**src/rtl/clk_reset_ctrl_pkg.sv**
```systemverilog
// rtl/clk_reset_ctrl_pkg.sv - state encodings and default parameters for the cpu clock/reset controller
package clk_reset_ctrl_pkg;

  typedef enum logic [2:0] {
    ST_WAIT_LOCK = 3'd0,
    ST_STABLE    = 3'd1,
    ST_HOLD      = 3'd2,
    ST_RUN       = 3'd3,
    ST_FAULT     = 3'd4
  } state_e;

  localparam int DEF_LOCK_STABLE_CYCLES = 16;
  localparam int DEF_RESET_HOLD_CYCLES  = 8;
  localparam int DEF_STALL_TIMEOUT      = 1024;
  localparam int DEF_CNT_W              = 16;

  localparam logic [7:0] LOCK_LOSS_MAX = 8'hFF;

  function automatic logic [7:0] sat_inc8(input logic [7:0] v);
    return (v == LOCK_LOSS_MAX) ? v : v + 8'd1;
  endfunction

endpackage

```
**src/rtl/clk_reset_ctrl_sync_2ff.sv**
```systemverilog
// rtl/clk_reset_ctrl_sync_2ff.sv - 1-bit two-flop synchroniser, async reset to 0
module clk_reset_ctrl_sync_2ff (
  input  logic clk,
  input  logic rst,
  input  logic d_i,
  output logic q_o
);

  logic meta_q;
  logic sync_q;

  always_ff @(posedge clk or posedge rst) begin
    if (rst) begin
      meta_q <= 1'b0;
      sync_q <= 1'b0;
    end else begin
      meta_q <= d_i;
      sync_q <= meta_q;
    end
  end

  assign q_o = sync_q;

endmodule

```
**src/rtl/clk_reset_ctrl.sv**
```systemverilog
// rtl/clk_reset_ctrl.sv - PLL-lock gated cpu reset sequencer with stall-aware clock enable and watchdog
import clk_reset_ctrl_pkg::*;

module clk_reset_ctrl #(
  parameter int LOCK_STABLE_CYCLES = DEF_LOCK_STABLE_CYCLES,
  parameter int RESET_HOLD_CYCLES  = DEF_RESET_HOLD_CYCLES,
  parameter int STALL_TIMEOUT      = DEF_STALL_TIMEOUT,
  parameter int CNT_W              = DEF_CNT_W
) (
  input  logic       clk,
  input  logic       reset,
  input  logic       pll_locked,
  input  logic       mem_stall,
  output logic       cpu_reset,
  output logic       cpu_clk_en,
  output logic       ready,
  output logic       fault,
  output logic [7:0] lock_loss_cnt,
  output logic [2:0] state
);

  localparam bit               WDOG_EN     = (STALL_TIMEOUT != 0);
  localparam logic [CNT_W-1:0] STABLE_LAST = CNT_W'(LOCK_STABLE_CYCLES - 1);
  localparam logic [CNT_W-1:0] HOLD_LAST   = CNT_W'(RESET_HOLD_CYCLES - 1);
  localparam logic [CNT_W-1:0] STALL_LAST  = WDOG_EN ? CNT_W'(STALL_TIMEOUT - 1) : '0;

  state_e           state_q, state_d;
  logic [CNT_W-1:0] cnt_q, cnt_d;
  logic [CNT_W-1:0] stall_cnt_q, stall_cnt_d;
  logic             cpu_reset_q, cpu_reset_d;
  logic             ready_q, ready_d;
  logic             fault_q, fault_d;
  logic [7:0]       lock_loss_q, lock_loss_d;
  logic             lock_s;
  logic             lock_lost;

  clk_reset_ctrl_sync_2ff u_lock_sync (
    .clk (clk),
    .rst (reset),
    .d_i (pll_locked),
    .q_o (lock_s)
  );

  always_ff @(posedge clk or posedge reset) begin
    if (reset) begin
      state_q     <= ST_WAIT_LOCK;
      cnt_q       <= '0;
      stall_cnt_q <= '0;
      cpu_reset_q <= 1'b1;
      ready_q     <= 1'b0;
      fault_q     <= 1'b0;
      lock_loss_q <= '0;
    end else begin
      state_q     <= state_d;
      cnt_q       <= cnt_d;
      stall_cnt_q <= stall_cnt_d;
      cpu_reset_q <= cpu_reset_d;
      ready_q     <= ready_d;
      fault_q     <= fault_d;
      lock_loss_q <= lock_loss_d;
    end
  end

  // Lock loss is tested before the stall watchdog so it wins in the same cycle.
  always_comb begin
    state_d     = state_q;
    cnt_d       = cnt_q;
    stall_cnt_d = '0;
    lock_lost   = 1'b0;
    case (state_q)
      ST_WAIT_LOCK: begin
        cnt_d = '0;
        if (lock_s) state_d = ST_STABLE;
      end
      ST_STABLE: begin
        if (!lock_s) begin
          state_d   = ST_WAIT_LOCK;
          lock_lost = 1'b1;
        end else if (cnt_q == STABLE_LAST) begin
          state_d = ST_HOLD;
        end else begin
          cnt_d = cnt_q + CNT_W'(1);
        end
      end
      ST_HOLD: begin
        if (!lock_s) begin
          state_d   = ST_WAIT_LOCK;
          lock_lost = 1'b1;
        end else if (cnt_q == HOLD_LAST) begin
          state_d = ST_RUN;
        end else begin
          cnt_d = cnt_q + CNT_W'(1);
        end
      end
      ST_RUN: begin
        if (!lock_s) begin
          state_d   = ST_WAIT_LOCK;
          lock_lost = 1'b1;
        end else if (WDOG_EN && mem_stall) begin
          if (stall_cnt_q == STALL_LAST) state_d = ST_FAULT;
          else stall_cnt_d = stall_cnt_q + CNT_W'(1);
        end
      end
      ST_FAULT: state_d = ST_FAULT;
      default:  state_d = ST_WAIT_LOCK;
    endcase
    if (state_d != state_q) cnt_d = '0;
  end

  always_comb begin
    cpu_clk_en  = (state_q == ST_RUN) & ~mem_stall;
    cpu_reset_d = (state_d != ST_RUN);
    ready_d     = (state_d == ST_RUN);
    fault_d     = (state_d == ST_FAULT);
    lock_loss_d = lock_lost ? sat_inc8(lock_loss_q) : lock_loss_q;
  end

  assign cpu_reset     = cpu_reset_q;
  assign ready         = ready_q;
  assign fault         = fault_q;
  assign lock_loss_cnt = lock_loss_q;
  assign state         = state_q;

endmodule
```
**config.mk**
```make
export PLATFORM = sky130hd
export DESIGN_NAME = clk_reset_ctrl
export DESIGN_NICKNAME = d
export VERILOG_FILES = /design/src/rtl/clk_reset_ctrl_pkg.sv /design/src/rtl/clk_reset_ctrl_sync_2ff.sv /design/src/rtl/clk_reset_ctrl.sv
export SDC_FILE = /design/constraint.sdc
export NUM_CORES = 1
export LEC_CHECK = 0
export ABC_AREA = 1
export CORE_ASPECT_RATIO = 1.4
export CORE_MARGIN = 2
export CORE_UTILIZATION = 59
export DETAILED_ROUTE_END_ITERATION = 8
export PLACE_DENSITY_LB_ADDON = 0.05
export SLEW_MARGIN = 20
export SYNTH_ARGS = -nofsm -noshare
export SYNTH_HDL_FRONTEND = slang
export SYNTH_SLANG_ARGS = --single-unit
```
**constraint.sdc**
```tcl
create_clock -name clk -period 2.27 [get_ports clk]
set_clock_uncertainty 0.15 [all_clocks]
set_input_delay 0.454 -clock clk [delete_from_list [all_inputs] [get_ports clk]]
set_output_delay 0.454 -clock clk [all_outputs]
set_load 0.03 [all_outputs]
```
==> results.cfg, run 1 <==
[finish]
nNetsFinal = 385
drive_gt1_share_pct = 14.8
multi_input_area_um2 = 1330
antenna_cells = 0
syn_to_final_growth_pct = 13.1
post-route-util_pct = 69.3
layout.area.seq_um2 = 1200
fill_cells = 409
fin_cells = 441

[sta]
finalCritPeriodShare_pct = 92.8
finalHoldViolCount = 0
fin_setup_tns_ns = 0
setup_viol = 0
slew-limit-headroom_pct = 77.2
rsz0062_at_grt = no
slew_violations = 0
period_needed_ns = 2.11
max_slew.worst_pin.slew_ns = 0.341
fmax_ghz = 0.474

[setup_path]
rrSetupSlack_ns = 0.24
cp_slowest_cell = dfrtp_1
rr_worst_depth = 13
rr_endpoint = cnt_q[5]$_DFFE_PP0P_
end_kind = output port
cp_max_fo = 5
slowest_delay_ns = 0.47
rr_startpoint = cnt_q[1]$_DFFE_PP0P_
start_kind = flop
criticalPathCategory = reg2out
crit_chain = inv_2 -> nor3_4 -> inv_1 -> nor2_1 -> buf_4
worstPathRequired_ns = 1.67
arrival_ns = 1.50

[clocking]
root_buffer = clkbuf_8
cts_sinks = 48
cts_max_path_buffers = 2
cts_inserted_buffers = 5
clk_latency_ns = 0.29
cts_max_level = 2
cts_tree = yes
hold_buffers = 0
path_clk_slew_ns = 0.09

[placement]
portBuffers = 18
globalplace.congestion = 0.808
dpl.hpwl_um = 3880
dp.cells = 432

[floorplanning]
io_pins = 19
die_w_um = 61.8
die_h_um = 84.9
design.core.area_um2 = 4500
rows = 29
die_area_um2 = 5240
floorplan.initialDensity_pct = 61.3

[yosys]
synth_edf_count = 0
syn_area_per_cell_um2 = 7.83
async_flop_share_pct = 100
synthCells = 352
synth_ff_type = dfrtp_1
ys_warn_count = 0
ys_ff_latch = 48
yosysSeqAreaShare_pct = 43.6
ys_types = 38
syn_area_um2 = 2760
synthesis.nets = 359

[worst_hold_path]
holdPathEnd = u_lock_sync.q_o$_DFF_PP0_
worst_hold_startpoint = u_lock_sync.meta_q$_DFF_PP0_
hp-class = reg2reg
hold_path_depth = 0

[run]
drv_cap = 0

[power]
max-vdd-ir-drop_mv = 0.571
power-per-cell-area_nw_per_um2 = 572
power_leakage_uw = 0.00143

[route]
firstDrtPassIters = 4
drtAntennaViolNets = 0
vias = 2286
remaining_drc_errors = 0
vias_per_cell = 5.18
wl_per_cell_um = 11.7
drtIter0Drc = 65
wl_um = 5150

[global_routing]
grt_usage_pct = 23.2
gr-total-overflow = 0
grt_pass1_vias = 2272
grt_max_degree = 25
grt_pass1_wl_um = 9390
antenna_found_initial = 0

[status]
status = finished, final reports clean
[cell usage after synthesis, types with 7 or more instances]
master,number,area share (%)
o21ai_0,7,1.3
nor3_1,10,1.8
nand3_1,36,6.5
nor2_2,14,3.2
a21oi_1,13,2.4
dfrtp_1,47,43
inv_1,41,5.6
nand2_1,60,8.2
nor2_1,53,7.2
[through the flow]
stage	power, uW	cell area [um^2]	setup slack (ns)	hold slack, ns
CTS	1800	3110	0.0929	0.207
global route	1880	3120	0.0193	0.220
floorplan	1190	2760	0.190	0.181
detailed placement	1320	3020	0.106	0.187
global placement	1320	3020	0.204	0.184
finish	1780	3120	0.162	0.204
[area by class of cell]
class                   count  area share [%]
repair buffers             25            7.78
well taps                  62            2.49
inverters                  49            5.90
clock inverters             1           0.160
clock buffers               7            2.45
multi-input cells         249            42.7
flip-flops and latches     48            38.5
[kinds of logic (layout without fill, tap and decap cells)]
logic type      count (synthesis)  in the layout  share of synthesized area [%]
compound gates                 33             33                           7.26
buf+inv                        55             82                           8.35
xor+xnor                       12             12                           3.81
simple gates                  200            200                           35.2
fa+ha+maj                       3              3                           1.36
flops                          48             48                           43.6
mux                             1              1                          0.408
[registers in the layout (all words and copies together), names as in the netlist]
signal / count
fault: 1
state: 3
ready: 1
u_lock_sync.q_o: 1
u_lock_sync.meta_q: 1
stall_cnt_q: 16
cpu_reset: 1
cnt_q: 16
lock_loss_cnt: 8
[cells in the final DEF, fill, tap and decap left out, drive strengths merged, types with 2 or more instances in the layout]
cell type      Yosys  layout
xnor2              6       6
clkdlybuf4s50      0      17
a211oi             2       2
clkinv             2       3
a32o               2       2
a21oi             13      13
nand3             42      42
or2                2       2
o21bai             3       3
o21ai             10      10
xor2               6       6
nor3              13      13
nand3b             2       2
dfrtp             47      47
ha                 3       3
clkbuf             1       7
buf                5       8
a21o               2       2
nand2             65      65
nand4              6       6
inv               47      47
nor2              68      68
[layer usage]
layer / GRT usage [%] / wire length (um) / up-vias
met5: 0 / 0 / -
met4: 6.38 / 72 / 0
met3: 3.20 / 92 / 7
met2: 41.2 / 2680 / 21
met1: 28.4 / 2310 / 1084
li1: - / - / 1174
[worst max-delay path, delay by kind of cell, from the launching register on]
kind,cells,cell delay (ns)
flip-flops,1,0.47
buffers and inverters,3,0.39
AND/OR/NAND/NOR,2,0.35
[worst max path at each step]
stage / startpoint / slack (ns) / endpoint / depth (start not counted)
6_report: state[0]$_DFF_PP0_ / 0.16 / cpu_clk_en / 5
2_1_floorplan: state[1]$_DFF_PP0_ / 0.19 / cpu_clk_en / 4
4_1_cts: state[0]$_DFF_PP0_ / 0.09 / cpu_clk_en / 5
3_3_place_gp: mem_stall / 0.20 / stall_cnt_q[11]$_DFF_PP0_ / 6
5_1_grt: cnt_q[1]$_DFFE_PP0P_ / 0.02 / cnt_q[5]$_DFFE_PP0P_ / 12
3_5_place_dp: mem_stall / 0.11 / stall_cnt_q[11]$_DFF_PP0_ / 6
[repair_timing]
item                       CTS  global route
gates resized for setup      0             1
buffers inserted             0             1
setup endpoints to repair    0             4
[power by group]
group          switching [uW]  total (uW)  internal [uW]
registers                56.7         958            902
clock network             267         483            217
logic                     208         342            134
Power figures use the tool's default switching activity.
==> run 2: changes to the inputs <==
--- a/config.mk
+++ b/config.mk
@@ -11,7 +11,7 @@
 export CORE_UTILIZATION = 59
 export DETAILED_ROUTE_END_ITERATION = 8
 export PLACE_DENSITY_LB_ADDON = 0.05
-export SLEW_MARGIN = 20
+export SLEW_MARGIN = 40
 export SYNTH_ARGS = -nofsm -noshare
 export SYNTH_HDL_FRONTEND = slang
 export SYNTH_SLANG_ARGS = --single-unit
==> results of run 2 <==
Same layout as run 1: the final DEF is identical, and so are final timing and power.
